===== config.mk =====
export PLATFORM = sky130hd
export DESIGN_NAME = switch_debounce_reader_flat
export DESIGN_NICKNAME = d
export VERILOG_FILES = /design/src/rtl/switch_debounce_reader_if.sv /design/src/rtl/switch_debounce_reader.sv /design/src/flat_wrapper.sv
export SDC_FILE = /design/constraint.sdc
export NUM_CORES = 1
export LEC_CHECK = 0
export BUFFER_PORTS_ARGS = -buffer_cell sky130_fd_sc_hd__buf_2
export CORE_MARGIN = 4
export CORE_UTILIZATION = 29
export DETAILED_ROUTE_END_ITERATION = 12
export SLEW_MARGIN = 20
export SYNTH_ARGS = -nofsm -noshare
export SYNTH_HDL_FRONTEND = slang
export SYNTH_SLANG_ARGS = --single-unit

===== constraint.sdc =====
create_clock -name iCpuClock -period 1.47 [get_ports iCpuClock]
set_input_delay 0.2205 -clock iCpuClock [delete_from_list [all_inputs] [get_ports iCpuClock]]
set_output_delay 0.2205 -clock iCpuClock [all_outputs]
set_load 0.03 [all_outputs]

===== src/rtl/switch_debounce_reader_if.sv =====
// switch_debounce_reader_if: CPU read port of the switch window (strobe, word select, registered data, valid pulse).
interface switch_debounce_reader_if #(
    parameter int READ_WIDTH = 16
);
    logic                  iDoSwitchRead;
    logic [1:0]            iSwitchAddress;
    logic [READ_WIDTH-1:0] oSwitchDataRead;
    logic                  oReadValid;

    modport master (
        output iDoSwitchRead, iSwitchAddress,
        input  oSwitchDataRead, oReadValid
    );

    modport slave (
        input  iDoSwitchRead, iSwitchAddress,
        output oSwitchDataRead, oReadValid
    );
endinterface


===== src/rtl/switch_debounce_reader.sv =====
// switch_debounce_reader: synchronises and debounces board switches, exposing values and sticky change flags to the CPU.
module switch_debounce_reader #(
    parameter int SWITCH_WIDTH    = 24,
    parameter int READ_WIDTH      = 16,
    parameter int DEBOUNCE_CYCLES = 4
) (
    input  logic                    iCpuClock,
    input  logic                    iCpuReset,
    switch_debounce_reader_if.slave cpuBus,
    input  logic [SWITCH_WIDTH-1:0] iFpgaSwitches,
    output logic [SWITCH_WIDTH-1:0] oStableSwitches,
    output logic                    oChangeIrq
);
    localparam int CW = $clog2(DEBOUNCE_CYCLES + 1);
    localparam int HW = SWITCH_WIDTH - READ_WIDTH;
    localparam logic [SWITCH_WIDTH-1:0] LOW_MASK = {{HW{1'b0}}, {READ_WIDTH{1'b1}}};
    localparam logic [CW-1:0] LAST = CW'(DEBOUNCE_CYCLES - 1);

    logic [SWITCH_WIDTH-1:0] sync1, sync2, stable, flags, differ, fire, clearMask;
    logic [CW-1:0]           count [SWITCH_WIDTH];
    logic [READ_WIDTH-1:0]   readWord;

    always_comb begin
        differ = sync2 ^ stable;
        fire = '0;
        for (int i = 0; i < SWITCH_WIDTH; i++) fire[i] = differ[i] && count[i] == LAST;
        readWord = !cpuBus.iSwitchAddress[1]
            ? (cpuBus.iSwitchAddress[0] ? READ_WIDTH'(stable[SWITCH_WIDTH-1:READ_WIDTH]) : stable[READ_WIDTH-1:0])
            : (cpuBus.iSwitchAddress[0] ? READ_WIDTH'(flags[SWITCH_WIDTH-1:READ_WIDTH]) : flags[READ_WIDTH-1:0]);
        // a flag read clears only the half it returned; a same-edge set still wins below
        clearMask = (cpuBus.iDoSwitchRead && cpuBus.iSwitchAddress[1])
            ? (cpuBus.iSwitchAddress[0] ? ~LOW_MASK : LOW_MASK) : '0;
    end

    always_ff @(posedge iCpuClock) begin
        if (iCpuReset) begin
            sync1 <= '0;
            sync2 <= '0;
            stable <= '0;
            flags <= '0;
            cpuBus.oSwitchDataRead <= '0;
            cpuBus.oReadValid <= 1'b0;
            for (int i = 0; i < SWITCH_WIDTH; i++) count[i] <= '0;
        end else begin
            sync1 <= iFpgaSwitches;
            sync2 <= sync1;
            stable <= stable ^ fire;
            flags <= (flags & ~clearMask) | fire;
            cpuBus.oReadValid <= cpuBus.iDoSwitchRead;
            if (cpuBus.iDoSwitchRead) cpuBus.oSwitchDataRead <= readWord;
            for (int i = 0; i < SWITCH_WIDTH; i++) count[i] <= (differ[i] && !fire[i]) ? count[i] + CW'(1) : '0;
        end
    end

    assign oStableSwitches = stable;
    assign oChangeIrq = |flags;
endmodule

===== src/flat_wrapper.sv =====
// flat-port wrapper written by rule: the top's interface ports become plain ports
module switch_debounce_reader_flat 
#(
    parameter int SWITCH_WIDTH    = 24,
    parameter int READ_WIDTH      = 16,
    parameter int DEBOUNCE_CYCLES = 4
)
  (iCpuClock, iCpuReset, iFpgaSwitches, oStableSwitches, oChangeIrq, cpuBus_iDoSwitchRead, cpuBus_iSwitchAddress, cpuBus_oSwitchDataRead, cpuBus_oReadValid);
  switch_debounce_reader_if #(.READ_WIDTH(READ_WIDTH)) cpuBus_i ();
  input  logic iCpuClock;
  input  logic iCpuReset;
  input  logic [SWITCH_WIDTH-1:0] iFpgaSwitches;
  output logic [SWITCH_WIDTH-1:0] oStableSwitches;
  output logic oChangeIrq;
  input wire logic [$bits(cpuBus_i.iDoSwitchRead)-1:0] cpuBus_iDoSwitchRead;
  input wire logic [$bits(cpuBus_i.iSwitchAddress)-1:0] cpuBus_iSwitchAddress;
  output wire logic [$bits(cpuBus_i.oSwitchDataRead)-1:0] cpuBus_oSwitchDataRead;
  output wire logic [$bits(cpuBus_i.oReadValid)-1:0] cpuBus_oReadValid;
  assign cpuBus_i.iDoSwitchRead = cpuBus_iDoSwitchRead;
  assign cpuBus_i.iSwitchAddress = cpuBus_iSwitchAddress;
  assign cpuBus_oSwitchDataRead = cpuBus_i.oSwitchDataRead;
  assign cpuBus_oReadValid = cpuBus_i.oReadValid;
  switch_debounce_reader #(.SWITCH_WIDTH(SWITCH_WIDTH), .READ_WIDTH(READ_WIDTH), .DEBOUNCE_CYCLES(DEBOUNCE_CYCLES)) u_core (.iCpuClock(iCpuClock), .iCpuReset(iCpuReset), .cpuBus(cpuBus_i), .iFpgaSwitches(iFpgaSwitches), .oStableSwitches(oStableSwitches), .oChangeIrq(oChangeIrq));
endmodule

==> key figures, run 1 <==
Run status
  • Status: finished, violations left
  • Violations in the final reports: setup timing

Final layout
  • Fraction of final layout cells sized beyond drive strength 1: 20.8%
  • Non-filler instance count after layout: 1088
  • Utilization after layout: 37.2%
  • Fillcell total: 2302
  • Layout overhead on the synthesized area: 25.3%
  • Number of antenna diodes: 0
  • Combined flip-flop and latch cell area: 3710 sq um
  • Total area of multi-input combinational cells: 2830 sq um
  • Number of nets in the layout: 839

CTS
  • Clock tree from TritonCTS: yes
  • Total CTS buffers: 17
  • CTS Sinks: 185
  • Maximum clock insertion buffer count: 2
  • Clock slew at the register clock pins of the worst setup and hold paths: 70 ps
  • Library cell used as clock root buffer: sky130_fd_sc_hd__clkbuf_16
  • H-tree levels: 4
  • Clk_lat worst skew: 420 ps

Placed design
  • GP Congestion: 0.707
  • Detailed-placement wirelength estimate: 9780 um
  • Number of port buffers: 70
  • Post-Place Cells: 1042

Synth
  • Arithmetic-cell share of the synthesized area counting full adders, half adders and majority gates: 8.86%
  • Combined area of all synthesized cells: 6780 sq um
  • Syn_area_per_cell: 10.5 sq um
  • Synthesized Nets: 724
  • Dominant combinational cell family by area after synthesis: simple AND/OR/NAND/NOR gates
  • Mux share of post-synthesis cell area: 8.71%
  • Complex-gate fraction of the synthesized area: 3.47%
  • Parity-gate share of the synthesized area counting xor and xnor cells: 3.10%
  • Unique cell type count in the Yosys netlist: 25
  • Synth top area cells: sky130_fd_sc_hd__dfxtp_1, sky130_fd_sc_hd__ha_1, sky130_fd_sc_hd__nor2_1
  • Post-synthesis sequential area ratio: 54.6%
  • Simple-Gate Fraction of Synth Area: 16.9%
  • Cell taking the most area after synthesis: sky130_fd_sc_hd__dfxtp_1
  • Post-synthesis instance total: 647
  • Yosys warning count: 0
  • Number of synthesized register bits: 185
  • Proportion of netlist area held by the largest area contributor: 54.6%

Setup path
  • Worst path required time: 1250 ps
  • Crit end category: output pin
  • Slowest stage cell, crit path: sky130_fd_sc_hd__dfxtp_2
  • Cell type group with the largest total delay on the critical path: simple AND/OR/NAND/NOR gates
  • Highest cell delay on the worst timing path: 330 ps
  • Count of buffering cells on the critical path with inverters included: 2
  • Largest fanout on the critical path: 2
  • Type of the worst setup path: flip-flop to output pin
  • Ordered list of cells on the worst path: nor4_4 > buf_4 > and4_4 > nand3_4 > buf_6
  • CP Launch Type: flip-flop
  • Worst endpoint data arrival time: 1650 ps

STA
  • Max Transition Viols Final: 0
  • Minimum setup slack in the final design: -396 ps
  • Shortest period the worst path allows: 1870 ps
  • Period utilization: 127%
  • Setup violators final: 1
  • Worst-margin pin slew: 611 ps
  • Maximum clock frequency: 536 MHz
  • Skew final: 7.66 ps
  • Number of endpoints with negative hold slack in the final report: 0
  • Relative slew slack: 58.9%
  • RSZ-0062 raised after global routing: yes
  • Minimum hold slack: 19.4 ps

GRT
  • Overall fraction of global-route tracks in use: 10.8%
  • Pin count of the biggest net entering global routing: 23
  • Final global-route overflow total: 0
  • First-pass GRT wire length: 22300 um
  • Antenna violations before repair: 0
  • Number of global-route vias before repair: 4434

Routing
  • Violation count after the first detailed-routing iteration: 159
  • Drc violations: 0
  • Pre-Repair DR Iteration Count: 5
  • Detailed-route wire length per cell: 12.4 um
  • Remaining antenna violation count: 0
  • Detailed Route WL: 13500 um
  • Detail-routed via count per cell: 4.15
  • Total vias in the final route: 4513

Die
  • Core box area: 22800 sq um
  • Starting Density: 29.7%
  • Floorplan row count: 55
  • Vertical die dimension: 161 um
  • Die footprint: 25900 sq um
  • Chip Width: 161 um
  • Count of pins on the block boundary: 71

Power and ir drop
  • Worst IR drop on VDD: 0.593 mV
  • PD cells: 1180 nW/um^2
  • Leakage power summed over all cells: 3.67 nW
  • Power, Total: 10.0 mW

Worst hold path
  • Hold crit path type: input pin to flip-flop

Run
  • Maximum Capacitance Violations: 0
==> placed cells by master, fill, tap and decap left out, types with 3 or more instances in the layout <==
cell and instances:
sky130_fd_sc_hd__a21oi_1 8, sky130_fd_sc_hd__a22oi_1 12, sky130_fd_sc_hd__a2bb2oi_1 12, sky130_fd_sc_hd__and3_1 12, sky130_fd_sc_hd__buf_12 3, sky130_fd_sc_hd__buf_2 68
sky130_fd_sc_hd__buf_4 32, sky130_fd_sc_hd__clkbuf_16 17, sky130_fd_sc_hd__clkinv_2 3, sky130_fd_sc_hd__clkinv_4 3, sky130_fd_sc_hd__clkinvlp_4 4, sky130_fd_sc_hd__dfxtp_1 182
sky130_fd_sc_hd__dfxtp_2 3, sky130_fd_sc_hd__dlygate4sd3_1 14, sky130_fd_sc_hd__ha_1 48, sky130_fd_sc_hd__inv_1 48, sky130_fd_sc_hd__mux2_2 8, sky130_fd_sc_hd__mux2i_1 32
sky130_fd_sc_hd__mux4_2 8, sky130_fd_sc_hd__nand2_1 12, sky130_fd_sc_hd__nor2_1 136, sky130_fd_sc_hd__nor2b_1 57, sky130_fd_sc_hd__nor4_1 3, sky130_fd_sc_hd__or3_1 12
sky130_fd_sc_hd__xnor2_1 12, sky130_fd_sc_hd__xor2_1 12
==> report_power, final <==
part | internal [mW] | leakage (nW) | total [mW] | switching (mW)
clock network | 2.56 | 0.279 | 4.49 | 1.94
logic | 0.182 | 1.89 | 0.370 | 0.188
registers | 5.09 | 1.50 | 5.13 | 0.0368
total | 7.83 | 3.67 | 10.0 | 2.16
==> worst paths after layout <==
kind                                          from            endpoint  slack [ps]  cells past startpoint
worst max-delay path              u_core.flags[16]          oChangeIrq        -400                      5
worst min-delay path              iFpgaSwitches[5]     u_core.sync1[5]          20                      2
worst max register to register  u_core.count[0][3]  u_core.count[0][3]         140                      4
worst min register to register  u_core.count[2][3]  u_core.count[2][3]         420                      1
==> cell families after synthesis <==
group                      Yosys count
and+or+nand+nor                    240
DFF                                185
buffers and inverters               70
muxes                               48
adders and majority gates           48
AOI/OAI and AO/OA                   32
xor gates and xnor gates            24
==> synthesized netlist by cell type <==
library cell,count
sky130_fd_sc_hd__mux2_2,8
sky130_fd_sc_hd__dfxtp_1,185
sky130_fd_sc_hd__a21oi_1,8
sky130_fd_sc_hd__nor4_1,6
sky130_fd_sc_hd__buf_4,1
sky130_fd_sc_hd__and4_1,1
sky130_fd_sc_hd__nand3b_4,1
sky130_fd_sc_hd__a2bb2oi_1,12
sky130_fd_sc_hd__or3_1,12
sky130_fd_sc_hd__nand3_1,2
sky130_fd_sc_hd__ha_1,48
sky130_fd_sc_hd__and3_1,12
sky130_fd_sc_hd__xor2_1,12
sky130_fd_sc_hd__nand2_1,12
sky130_fd_sc_hd__buf_6,2
sky130_fd_sc_hd__nor2_1,136
sky130_fd_sc_hd__buf_2,10
sky130_fd_sc_hd__mux2i_1,32
sky130_fd_sc_hd__nor2b_1,57
sky130_fd_sc_hd__and2b_1,1
sky130_fd_sc_hd__a22oi_1,12
sky130_fd_sc_hd__clkbuf_1,9
sky130_fd_sc_hd__inv_1,48
sky130_fd_sc_hd__mux4_2,8
sky130_fd_sc_hd__xnor2_1,12
==> stage by stage <==
step / area [sq um] / worst slack [ps] / setup TNS (ps)
6_report: 8490 / -396 / -396
5_1_grt: 8490 / -477 / -477
4_1_cts: 8470 / -442 / -442
3_5_place_dp: 7700 / -119 / -119
3_3_place_gp: 7700 / -71.1 / -71.1
2_1_floorplan: 6780 / 231 / 0
==> final cells by class <==
type | instances | share of cell area, %
clock buffer | 18 | 5.17
tap | 313 | 4.61
clock inverter | 14 | 1.75
inverter | 48 | 2.12
timing repair buffer | 118 | 9.33
multi-input combinational | 392 | 33.4
sequential | 185 | 43.7
==> timing repair <==
action | 4_1_cts | 5_1_grt
endpoints found under the setup margin | 1 | 1
hold buffers | 14 | 0
pin swaps | 2 | 2
gates resized for setup | 9 | 4
setup buffers | 0 | 0
endpoints found under the hold margin | 14 | 0
==> metal layers <==
layer | track usage (%) | vias to the layer above | routed length (um) | part of all wire [%]
met5 | 0 | - | 0 | 0
met4 | 3.02 | 0 | 79 | 0.58
met3 | 3.62 | 4 | 625 | 4.6
met2 | 17.0 | 70 | 6170 | 46
met1 | 14.3 | 2090 | 6660 | 49
li1 | - | 2349 | - | -
(Power assumes the default switching activity.)
==> inputs of run 2 (changes only) <==
- CTS_BUF_LIST: not set -> sky130_fd_sc_hd__clkbuf_8
==> key figures, run 2 (synthesis gave the netlist of run 1 again) <==
Run status
  • Status: finished, violations left
  • Violations in the final reports: setup timing

GRT
  • Antenna violations before repair: 0 (unchanged)
  • Number of global-route vias before repair: 4411 (-0.52%)
  • Final global-route overflow total: 0 (unchanged)
  • Overall fraction of global-route tracks in use: 10.9% (+0.042 points)
  • Pin count of the biggest net entering global routing: 23 (unchanged)
  • First-pass GRT wire length: 22200 um (-0.31%)

Setup path
  • Type of the worst setup path: flip-flop to output pin
  • Crit end category: output pin
  • Largest fanout on the critical path: 2 (unchanged)
  • Ordered list of cells on the worst path: nor4_2 > buf_4 > and4_4 > nand3_4 > buf_6
  • Worst path required time: 1250 ps (about the same)
  • Highest cell delay on the worst timing path: 330 ps (about the same)
  • CP Launch Type: flip-flop
  • Count of buffering cells on the critical path with inverters included: 2 (unchanged)
  • Slowest stage cell, crit path: sky130_fd_sc_hd__dfxtp_2
  • Worst endpoint data arrival time: 1690 ps (+40 ps)
  • Cell type group with the largest total delay on the critical path: simple AND/OR/NAND/NOR gates

CTS
  • Maximum clock insertion buffer count: 2 (unchanged)
  • Number of buffers inserted to repair setup after CTS: 0 (unchanged)
  • CTS Sinks: 185 (unchanged)
  • Total CTS buffers: 17 (unchanged)
  • Clock tree from TritonCTS: yes
  • Library cell used as clock root buffer: sky130_fd_sc_hd__clkbuf_8
  • Clk_lat worst skew: 460 ps (+40 ps)
  • H-tree levels: 4 (unchanged)
  • Clock slew at the register clock pins of the worst setup and hold paths: 90 ps (+20 ps)

Die
  • Vertical die dimension: 161 um (unchanged)
  • Count of pins on the block boundary: 71 (unchanged)
  • Core box area: 22800 sq um (unchanged)
  • Starting Density: 29.7% (unchanged)
  • Chip Width: 161 um (unchanged)
  • Floorplan row count: 55 (unchanged)
  • Die footprint: 25900 sq um (unchanged)

Power and ir drop
  • Worst IR drop on VDD: 0.475 mV (-20%)
  • Leakage power summed over all cells: 3.62 nW (-1.6%)
  • Power, Total: 8.92 mW (-11%)
  • Switch Pwr: 2.07 mW (-4.3%)
  • Sequential cell fraction of total power: 57.5% (+6.2 points)
  • Internal: 6.85 mW (-13%)
  • Sw Ratio: 23.2% (+1.6 points)
  • PD cells: 1060 nW/um^2 (-9.6%)
  • Gate power share: 4.4% (+0.7 points)
  • Clock network fraction of design power: 38.1% (-6.9 points)

Final layout
  • Non-filler instance count after layout: 1098 (+0.92%)
  • Final std cell area, no fill: 8380 sq um (-1.3%)
  • Layout overhead on the synthesized area: 23.7%
  • Most common library cell in the layout ignoring fill and taps: sky130_fd_sc_hd__dfxtp_1
  • Number of antenna diodes: 0 (unchanged)
  • Fraction of final layout cells sized beyond drive strength 1: 20.5% (-0.26 points)
  • Number of nets in the layout: 849 (+1.2%)
  • Commonest cells after routing, fill and taps aside: sky130_fd_sc_hd__dfxtp_1, sky130_fd_sc_hd__nor2_1, sky130_fd_sc_hd__buf_2, sky130_fd_sc_hd__nor2b_1

STA
  • Period utilization: 130% (+3.1 points)
  • Skew final: 11.6 ps (+3.99 ps)
  • Relative slew slack: 58.9% (about the same)
  • Maximum clock frequency: 523 MHz (-2.4%)
  • Setup violators final: 1 (unchanged)
  • RSZ-0062 raised after global routing: yes
  • Worst-margin pin slew: 611 ps (+0.308 ps)
  • Max Transition Viols Final: 0 (unchanged)
  • Shortest period the worst path allows: 1910 ps (+45.1 ps)
  • Minimum hold slack: 111 ps (+92.1 ps)
  • Number of endpoints with negative hold slack in the final report: 0 (unchanged)
  • Minimum setup slack in the final design: -441 ps (-45.1 ps)

Placed design
  • Post-Place Cells: 1042 (unchanged)
  • Number of port buffers: 70 (unchanged)
  • DP Worst Slack: -119 ps (unchanged)
  • Detailed-placement wirelength estimate: 9780 um (unchanged)
  • Post-place instance area: 7700 sq um (unchanged)
  • GP Congestion: 0.707 (unchanged)

Routing
  • Pre-Repair DR Iteration Count: 4 (-1)
  • Routed length on met3: 661 um (+5.8%)
  • Remaining antenna violation count: 0 (unchanged)
  • Highest layer used for signal routing: met4
  • WL met1: 6680 um (+0.38%)
  • Violation count after the first detailed-routing iteration: 158 (-0.63%)
  • Total met2 wirelength after detailed routing: 5950 um (-3.6%)
  • Total vias in the final route: 4551 (+0.84%)
  • Detail-routed via count per cell: 4.14 (about the same)
  • Detailed-route wire length per cell: 12.3 um (-1.1%)
  • Detailed Route WL: 13500 um (-0.18%)
  • Drc violations: 0 (unchanged)

Worst hold path
  • Hold crit path type: input pin to flip-flop

Run
  • Maximum Capacitance Violations: 0 (unchanged)
[run 2: changes by cell type in the layout (fill, tap and decap cells not counted)]
cell,change
sky130_fd_sc_hd__clkbuf_16,-17
sky130_fd_sc_hd__clkbuf_8,+17
sky130_fd_sc_hd__dlygate4sd3_1,+10
sky130_fd_sc_hd__nor4_2,+2
sky130_fd_sc_hd__nor4_4,-2
[run 2: metal layers]
metal	GRT usage (%)	vias to the layer above
met5	0	-
met4	4.42	0
met3	3.16	18
met2	16.6	73
li1	-	2364
met1	14.4	2096
[run 2: cell type report]
cell class	count	area [sq um]
fillers	2318	14500
flip-flops and latches	185	3710
multi-input cells	392	2820
repair buffers	128	892
well taps	313	392
clock buffers	18	248
inverters	48	180
clock inverters	14	149
[run 2: power by group through the flow]
stage	combinational [mW]	sequential, mW	clock (mW)
floorplan	0.216	5.24	0
global placement	0.346	5.24	0
detailed placement	0.348	5.25	0
CTS	0.399	5.13	3.51
global route	0.437	5.14	3.76
finish	0.391	5.13	3.40
[run 2: per-stage QoR]
stage                     setup TNS (ps)  utilization [%]
after detailed placement            -119             33.7
after CTS                           -504             36.7
after global placement             -71.1             33.7
after floorplan                        0                -
after global routing                -542             36.7
final                               -441             36.7
[run 2: path summary, 6_finish.rpt]
path / from / endpoint / slack [ps] / depth (start not counted)
setup / recovery: u_core.flags[18] / oChangeIrq / -440 / 5
hold / removal: iCpuReset / flip-flop / 110 / 2
setup reg to reg: u_core.count[0][3] / u_core.count[0][5] / 130 / 4
hold reg to reg: u_core.count[2][3] / u_core.count[2][3] / 420 / 1
[run 2: timing repair]
action | in CTS | in global routing
hold endpoints to repair | 24 | 0
hold buffers | 24 | 0
pin swaps | 2 | 1
endpoints found under the setup margin | 1 | 1
gates resized for setup | 9 | 2
